<file path="src/rtl/serializer.sv">
// UART-style frame serializer: captures a multi-byte frame and shifts it out
// LSB-first as 8N1 characters, one byte after another with no idle gap.
module serializer #(
    parameter int MSG_BYTES        = 2,
    parameter int KEY_BYTES        = 4,
    parameter int BAUD_RATE        = 9600,
    parameter int INPUT_CLOCK_FREQ = 100_000_000
) (
    input  logic                                      clk_in,
    input  logic                                      rst_n_in,
    input  logic                                      valid_in,
    input  logic [8*(MSG_BYTES + 2*KEY_BYTES)-1:0]    data_in,
    output logic                                      ready_out,
    output logic                                      busy_out,
    output logic                                      done_out,
    output logic                                      tx_wire_out
);

    localparam int BYTES = MSG_BYTES + 2 * KEY_BYTES;
    localparam int CPB   = INPUT_CLOCK_FREQ / BAUD_RATE;
    localparam int BW    = (BYTES > 1) ? $clog2(BYTES) : 1;
    localparam int CW    = (CPB > 1) ? $clog2(CPB) : 1;

    localparam logic [CW-1:0] BAUD_LAST = CW'(CPB - 1);
    localparam logic [BW-1:0] BYTE_LAST = BW'(BYTES - 1);

    generate
        if (CPB < 2 || BYTES < 1) begin : g_badParams
            $error("serializer: need CPB >= 2 and BYTES >= 1");
        end
    endgenerate

    typedef enum logic [1:0] {
        IDLE,
        START,
        DATA,
        STOP
    } state_t;

    state_t                 state_q,   state_d;
    logic [BW-1:0]          byteIdx_q, byteIdx_d;
    logic [2:0]             bitIdx_q,  bitIdx_d;
    logic [CW-1:0]          baudCnt_q, baudCnt_d;
    logic [8*BYTES-1:0]     buffer_q,  buffer_d;
    logic                   tx_q,      tx_d;
    logic                   done_q,    done_d;
    logic                   baudEnd;
    logic [2:0]             bitNext;

    always_ff @(posedge clk_in or negedge rst_n_in) begin
        if (!rst_n_in) begin
            state_q   <= IDLE;
            byteIdx_q <= '0;
            bitIdx_q  <= '0;
            baudCnt_q <= '0;
            buffer_q  <= '0;
            tx_q      <= 1'b1;
            done_q    <= 1'b0;
        end else begin
            state_q   <= state_d;
            byteIdx_q <= byteIdx_d;
            bitIdx_q  <= bitIdx_d;
            baudCnt_q <= baudCnt_d;
            buffer_q  <= buffer_d;
            tx_q      <= tx_d;
            done_q    <= done_d;
        end
    end

    // The line level for the next bit is decided on the edge that ends the
    // current bit, so tx_wire_out changes exactly on bit boundaries.
    always_comb begin
        state_d   = state_q;
        byteIdx_d = byteIdx_q;
        bitIdx_d  = bitIdx_q;
        baudCnt_d = baudCnt_q;
        buffer_d  = buffer_q;
        tx_d      = tx_q;
        done_d    = 1'b0;
        baudEnd   = (baudCnt_q == BAUD_LAST);
        bitNext   = bitIdx_q + 3'd1;

        case (state_q)
            IDLE: begin
                if (valid_in) begin
                    state_d   = START;
                    buffer_d  = data_in;
                    byteIdx_d = '0;
                    bitIdx_d  = '0;
                    baudCnt_d = '0;
                    tx_d      = 1'b0;
                end
            end
            START: begin
                if (baudEnd) begin
                    state_d   = DATA;
                    baudCnt_d = '0;
                    bitIdx_d  = '0;
                    tx_d      = buffer_q[{byteIdx_q, 3'd0}];
                end else begin
                    baudCnt_d = baudCnt_q + 1'b1;
                end
            end
            DATA: begin
                if (baudEnd) begin
                    baudCnt_d = '0;
                    if (bitIdx_q == 3'd7) begin
                        state_d = STOP;
                        tx_d    = 1'b1;
                    end else begin
                        bitIdx_d = bitNext;
                        tx_d     = buffer_q[{byteIdx_q, bitNext}];
                    end
                end else begin
                    baudCnt_d = baudCnt_q + 1'b1;
                end
            end
            STOP: begin
                if (baudEnd) begin
                    baudCnt_d = '0;
                    bitIdx_d  = '0;
                    if (byteIdx_q == BYTE_LAST) begin
                        state_d   = IDLE;
                        byteIdx_d = '0;
                        done_d    = 1'b1;
                        tx_d      = 1'b1;
                    end else begin
                        state_d   = START;
                        byteIdx_d = byteIdx_q + 1'b1;
                        tx_d      = 1'b0;
                    end
                end else begin
                    baudCnt_d = baudCnt_q + 1'b1;
                end
            end
            default: begin
                state_d = IDLE;
                tx_d    = 1'b1;
            end
        endcase
    end

    assign ready_out   = (state_q == IDLE);
    assign busy_out    = ~ready_out;
    assign done_out    = done_q;
    assign tx_wire_out = tx_q;

endmodule

</file>
<file path="config.mk">
export PLATFORM = sky130hd
export DESIGN_NAME = serializer
export DESIGN_NICKNAME = d
export VERILOG_FILES = /design/src/rtl/serializer.sv
export SDC_FILE = /design/constraint.sdc
export NUM_CORES = 1
export LEC_CHECK = 0
export BUFFER_PORTS_ARGS = -buffer_cell sky130_fd_sc_hd__buf_2
export CORE_UTILIZATION = 25
export DETAILED_ROUTE_END_ITERATION = 10
export PLACE_DENSITY_LB_ADDON = 0.1
export SLEW_MARGIN = 25
export SYNTH_ARGS = -nofsm -noshare
export SYNTH_HDL_FRONTEND = slang
export SYNTH_SLANG_ARGS = --single-unit
</file>
<file path="constraint.sdc">
create_clock -name clk_in -period 3.66 [get_ports clk_in]
set_input_delay 0.732 -clock clk_in [delete_from_list [all_inputs] [get_ports clk_in]]
set_output_delay 0.732 -clock clk_in [all_outputs]
set_load 0.03 [all_outputs]
</file>
==> results of run 1 <==
-- state kept, by name, summed over array words and instances (netlist names) --
name / count
baudCnt_q: 14
buffer_q: 80
state_q: 2
byteIdx_q: 4
bitIdx_q: 3
tx_wire_out: 1
done_out: 1
-- where the power goes --
part,internal [mW],leakage [nW],switching (mW)
Clock,0.480,0.143,0.492
Combinational,1.00,1.25,0.812
Sequential,1.66,1.28,0.295
-- final timing paths --
| check | to | slack, ps | cells after the start | startpoint |
|---|---|---|---|---|
| worst max-delay path | tx_wire_out | 1110 | 7 | bitIdx_q[0] |
| worst min-delay path | buffer_q[51] | 500 | 1 | rst_n_in |
| worst max register to register | tx_wire_out | 1110 | 7 | bitIdx_q[0] |
| worst min register to register | buffer_q[23] | 500 | 1 | buffer_q[23] |
| max in group asynchronous | buffer_q[26] | 2330 | 2 | rst_n_in |
| min in group clk_in | buffer_q[23] | 500 | 1 | buffer_q[23] |
-- kinds of logic after synthesis --
logic type | after synthesis
flip-flops | 105
adder cells (fa/ha/maj) | 10
multiplexers | 111
AO/OA/AOI/OAI | 39
AND/OR/NAND/NOR | 84
XOR/XNOR | 11
buffers and inverters | 32
-- cell type report --
cell class	count	area [µm²]	share of cell area
Clock buffer	10	229.0	0.03681
Clock inverter	6	56.30	0.009051
Sequential cell	105	2629	0.4226
Tap cell	270	337.8	0.05430
Timing Repair Buffer	89	455.4	0.07321
Multi-Input combinational cell	255	2472	0.3974
Inverter	11	41.29	0.006637
-- critical path, cell delays in order (launching register included) --
cell	delay, ps
dfrtp_1	400
ha_1	200
ha_1	800
mux4_1	280
mux2i_1	90
a2111oi_2	430
o211ai_1	150
nand4_1	120
-- cell usage in the layout, fill, tap and decap left out, types with 2 or more instances in the layout --
cell type and instances:
nand4_1 6, nand3_1 6, o32ai_1 2, nand2b_1 4, xor2_1 3, inv_8 3
o211ai_1 2, nor2_1 23, a22o_1 4, nand2_1 19, mux2_2 83, dfrtp_1 104
nor3_1 5, xnor2_1 8, and2_1 2, buf_4 4, nor4_1 3, mux4_2 9
mux2i_1 8, mux4_1 11, or2_2 2, buf_2 85, o21ai_0 8, o41ai_1 2
inv_1 11, and3_1 3, or3_1 2, a21oi_1 4, o22ai_1 3, ha_1 10
clkbuf_16 9
-- metal layers --
metal	routed length (µm)	vias to the layer above
met5	0	-
met4	106	0
met3	511	7
met2	6111	65
met1	6075	1753
li1	-	1618
-- metrics by stage --
stage,hold slack [ps],setup WS [ps],power [mW]
after detailed placement,490.4,1073,3.851
final,503.7,1112,4.747
after CTS,508.6,1038,4.847
after floorplan,436.4,1520,3.333
after global routing,511.9,892.2,5.096
after global placement,477.8,1177,3.809
==> metrics.csv, run 1 <==
metric,value,unit
"Max FO, Critical Path",19,
Placed Area,0.005936,mm²
most used routing layer,met2,
Startpoint Class,flop,
Peak VDD IR,0.2512,mV
DP HPWL,9026,µm
Power Density,763.1,mW/mm²
"Reg clk slew, reported paths",80,ps
Post-Route Utilization,0.3055,
M2 GR Usage,0.2024,
grt ovf,0,
clk sink count,105,
Placed Cells,730,
clock insertion delay at the later pin of the skew report,360,ps
Max-Cap Viols,0,
slew of the pin with the lowest slew margin,909.4,ps
Finish-stage setup viols,0,
synth cell count leaders,"104 x dfrtp_1, 83 x mux2_2, 23 x nor2_1, 20 x nand2_1",
Mapped Nets,485,
Fin. Hold Viols,0,
DR WL/cell,17.16,µm
I/O pin count,87,
most common cell in the netlist,dfrtp_1,
Clock Tree Root,clkbuf_16,
post-synthesis mux area share,0.2877,
status,"finished, final reports clean",
HP Class,input pin to async pin,
first-pass GRT wire length,20760,µm
Setup crit end kind,flop,
"Arr. time, crit path",2840,ps
initial antenna violation count,0,
diode count,0,
CTS tree,built,
Starting Density,0.2571,
vias in the first global route,3722,
CTS Buf Count,9,
largest net degree at the start of global routing,81,
drt drc,0,
Pleak,2.673,nW
grt met3 use,0.03602,
post-synthesis average cell area,13.36,µm²
"area leader, netlist",dfrtp_1,
Setup Buffers After CTS,0,
post-synthesis cell area,0.005236,mm²
drt pass-1 iters,5,
met1 Track Usage GR,0.1689,
Async SR Flop Fraction,1.000,
largest family of logic cells by synthesized area,multiplexers,
post-route ant nets,0,
Compound-Gate Fraction of Synth Area,0.05711,
Core ar.,0.02036,mm²
DIE AREA,0.02153,mm²
Die Height,146.7,µm
Finished Cell Area,0.006221,mm²
H-tree level count,3,
P&R area growth vs syn,18.81,%
# rows,52,
I/O Buffers,86,
RSZ-0062 raised after global routing,no,
XOR/XNOR Fraction of Synth Area,0.01840,
Crit Path Class,flop to flop,
drt via density,4.615,
final WL,12800,µm
"Seq/Total Area, Yosys",0.5020,
fin cells,746,
Nets,564,
Synth Flop Type,dfrtp_1,
Post-Route Setup TNS,0,ps
Syn Inst Count,392,
via count,3443,
Simple-Gate Fraction of Synth Area,0.08196,
Layout Skew,13.49,ps
Post-synth EDFFs,0,
register bit total from synthesis,105,
pins over their slew limit,0,
CTS max path bufs,2,
global-route usage over all layers,0.1266,
Peak Freq,0.3925,GHz
filler instances,2099,
Synth Area in Adders,0.02389,
post-cts resize count,0,
Tmin final,2548,ps
synth warn,0,
GP Congestion,0.7909,
post-synth top area share,0.4970,
share of layout cells above drive strength 1,0.4328,
Critical Path RT,3950,ps
initial drt markers,158,
DIE WIDTH,146.7,µm
synth top area cells,"dfrtp_1 50%, mux2_2 18%, mux4_1 5.5%",
Hold Buf Count CTS,0,
Tcrit/Tclk final,0.6961,
Rel. slew slack,0.3937,
synth unique cells,55,
(Power assumes the default switching activity.)
==> inputs of run 2 (changes only) <==
Clock period 3.66 ns to 2.1 ns, I/O delays scaled along.
==> run 2 against run 1 <==
Compared with the run above: sequential power grew 78%; clock skew is essentially flat; critical endpoint unchanged; clock-buffer cell count stayed put; highest routed layer unchanged; critical path depth grew 1; combinational power increased by 84%; largest power group unchanged.
==> metrics.csv, run 2 (synthesis gave the netlist of run 1 again) <==
metric,value,unit,change
Setup Buffers After CTS,0,,unchanged
"most common cell after layout, fill and taps aside",dfrtp_1,,
post-route ant nets,0,,unchanged
Layout Skew,13.76,ps,+0.2644 ps
"Reg clk slew, reported paths",80,ps,about the same
Largest register FFs,80,,unchanged
most frequent cells in the layout,"104 x dfrtp_1, 85 x buf_2, 83 x mux2_2",,
RSZ-0062 raised after global routing,yes,,
Finish-stage setup viols,0,,unchanged
I/O pin count,87,,unchanged
drt via density,4.580,,-0.77%
GP Congestion,0.7709,,-2.5%
"Most flops, register",buffer_q,,
Peak VDD IR,0.5075,mV,+100%
Post-Route Utilization,0.3167,,+0.01124
crit path cell chain,ha_2 > ha_4 > buf_12 > mux4_2 > o32ai_1 > o21ai_0 > o211ai_1 > nand4_1,,
CTS tree,built,,
top flop regs,"buffer_q: 80 flops, baudCnt_q: 14 flops, byteIdx_q: 4 flops",,
fin cells,764,,+2.4%
Starting Density,0.2571,,unchanged
Die Height,146.7,µm,unchanged
pins over their slew limit,0,,unchanged
Hold Startpoint,data_in[51],,
largest net degree at the start of global routing,58,,-28%
grt ovf,0,,unchanged
clk sink count,105,,unchanged
clock insertion delay at the later pin of the skew report,360,ps,about the same
initial drt markers,115,,-27%
Finished Cell Area,0.006450,mm²,+3.7%
Peak Freq,0.5010,GHz,+28%
Critical Path RT,2370,ps,-1580 ps
"Max FO, Critical Path",13,,-6
Tcrit/Tclk final,0.9504,,+0.2544
initial antenna violation count,1,,+1
I/O Buffers,86,,unchanged
Clock Tree Root,clkbuf_16,,
H-tree level count,3,,unchanged
vias in the first global route,3802,,+2.1%
Reg-to-Reg Start,bitIdx_q[0],,
Startpoint Class,flop,,
drt pass-1 iters,4,,-1
Fin. Hold Viols,0,,unchanged
share of layout cells above drive strength 1,0.4584,,+0.02564
Setup crit end kind,flop,,
worst hold path stage count,2,,
Max-Cap Viols,0,,unchanged
DR WL/cell,16.91,µm,-1.5%
Power Density,1318,mW/mm²,+73%
drt drc,0,,unchanged
CTS Buf Count,9,,unchanged
slack of the critical path,104.1,ps,-1008 ps
pre-CTS setup slack,18.87,ps,-1054 ps
Pleak,2.780,nW,+4.0%
Reg2Reg Capture Point,tx_wire_out,,
Tmin final,1996,ps,-551.7 ps
Hold EP,buffer_q[51],,
# rows,52,,unchanged
cell at the slowest stage of the critical path,dfrtp_1,,
cells on worst reg2reg path,8,,+1
DP HPWL,9561,µm,+5.9%
"Arr. time, crit path",2270,ps,-570 ps
Worst R2R Setup Slack,100,ps,-1010 ps
Crit Path Class,flop to flop,,
CP peak stage delay,400,ps,-400 ps
Nets,581,,+3.0%
global-route usage over all layers,0.1291,,+0.002447
Placed Cells,746,,+2.2%
slew of the pin with the lowest slew margin,517.4,ps,-392.0 ps
Placed Area,0.006112,mm²,+3.0%
first-pass GRT wire length,21300,µm,+2.6%
Rel. slew slack,0.6550,,+0.2613
HP Class,input pin to flop,,
final WL,12920,µm,+0.89%
DIE WIDTH,146.7,µm,unchanged
DIE AREA,0.02153,mm²,unchanged
CTS max path bufs,2,,unchanged
via count,3499,,+1.6%
Core ar.,0.02036,mm²,unchanged
status,"finished, final reports clean",,
P&R area growth vs syn,23.18,%,
run 2: cell count changes in the layout (fill, tap and decap cells not counted), moves of 2 or more:
cell,before,now
ha_2,0,2
buf_4,4,14
ha_1,10,7
buf_12,0,5
inv_8,3,0
run 2: power by group:
| part | total, mW | internal [mW] | switching, mW |
|---|---|---|---|
| registers | 3.49 | 2.90 | 0.582 |
| clock network | 1.67 | 0.830 | 0.839 |
| logic | 3.35 | 1.95 | 1.40 |
| total | 8.50 | 5.68 | 2.82 |
run 2: worst max path at each step:
stage / slack [ps] / cells after the start / from / end
finish: 100 / 8 / bitIdx_q[0] / tx_wire_out
global route: -10 / 8 / bitIdx_q[0] / tx_wire_out
CTS: 20 / 6 / bitIdx_q[0] / tx_wire_out
detailed placement: 20 / 8 / bitIdx_q[0] / tx_wire_out
global placement: 50 / 8 / bitIdx_q[0] / tx_wire_out
floorplan: 30 / 9 / bitIdx_q[0] / tx_wire_out
run 2: repair_timing:
item,in CTS,in global routing
hold endpoints to repair,18,0
pin swaps,1,3
resized for setup,0,5
hold buffers,1,0
endpoints found under the setup margin,1,2
run 2: stage by stage:
| stage | power (mW) | hold slack, ps | setup TNS (ps) |
|---|---|---|---|
| 2_1_floorplan | 5.813 | 124.4 | 0 |
| 3_3_place_gp | 6.825 | 336.4 | 0 |
| 3_5_place_dp | 6.887 | 337.4 | 0 |
| 4_1_cts | 8.624 | 267.5 | 0 |
| 5_1_grt | 9.140 | 268.2 | -11.73 |
| 6_report | 8.501 | 288.4 | 0 |
run 2: routing by layer:
metal  wire, µm  GRT usage  vias up
met1       5937     0.1691     1761
met4        188    0.04375        0
met3        564    0.03168       12
met5          0          0        -
met2       6228     0.2076       77
li1           -          -     1649
run 2: final cells by class:
cell class	instances	area, µm²
Inverter	11	41.29
Timing Repair Buffer	106	651.9
Sequential cell	105	2629
Clock buffer	10	229.0
Fill cell	2072	13910
Multi-Input combinational cell	255	2500
Clock inverter	6	58.81
Tap cell	270	337.8
Antenna cell	1	2.502
run 2: worst max-delay path: cells and delay by family (launching register included):
| kind | cells | cell delay (ps) |
|---|---|---|
| mux | 1 | 290 |
| simple gates | 1 | 110 |
| buf+inv | 1 | 140 |
| compound gates | 3 | 490 |
| flops | 1 | 400 |
| fa+ha+maj | 2 | 480 |
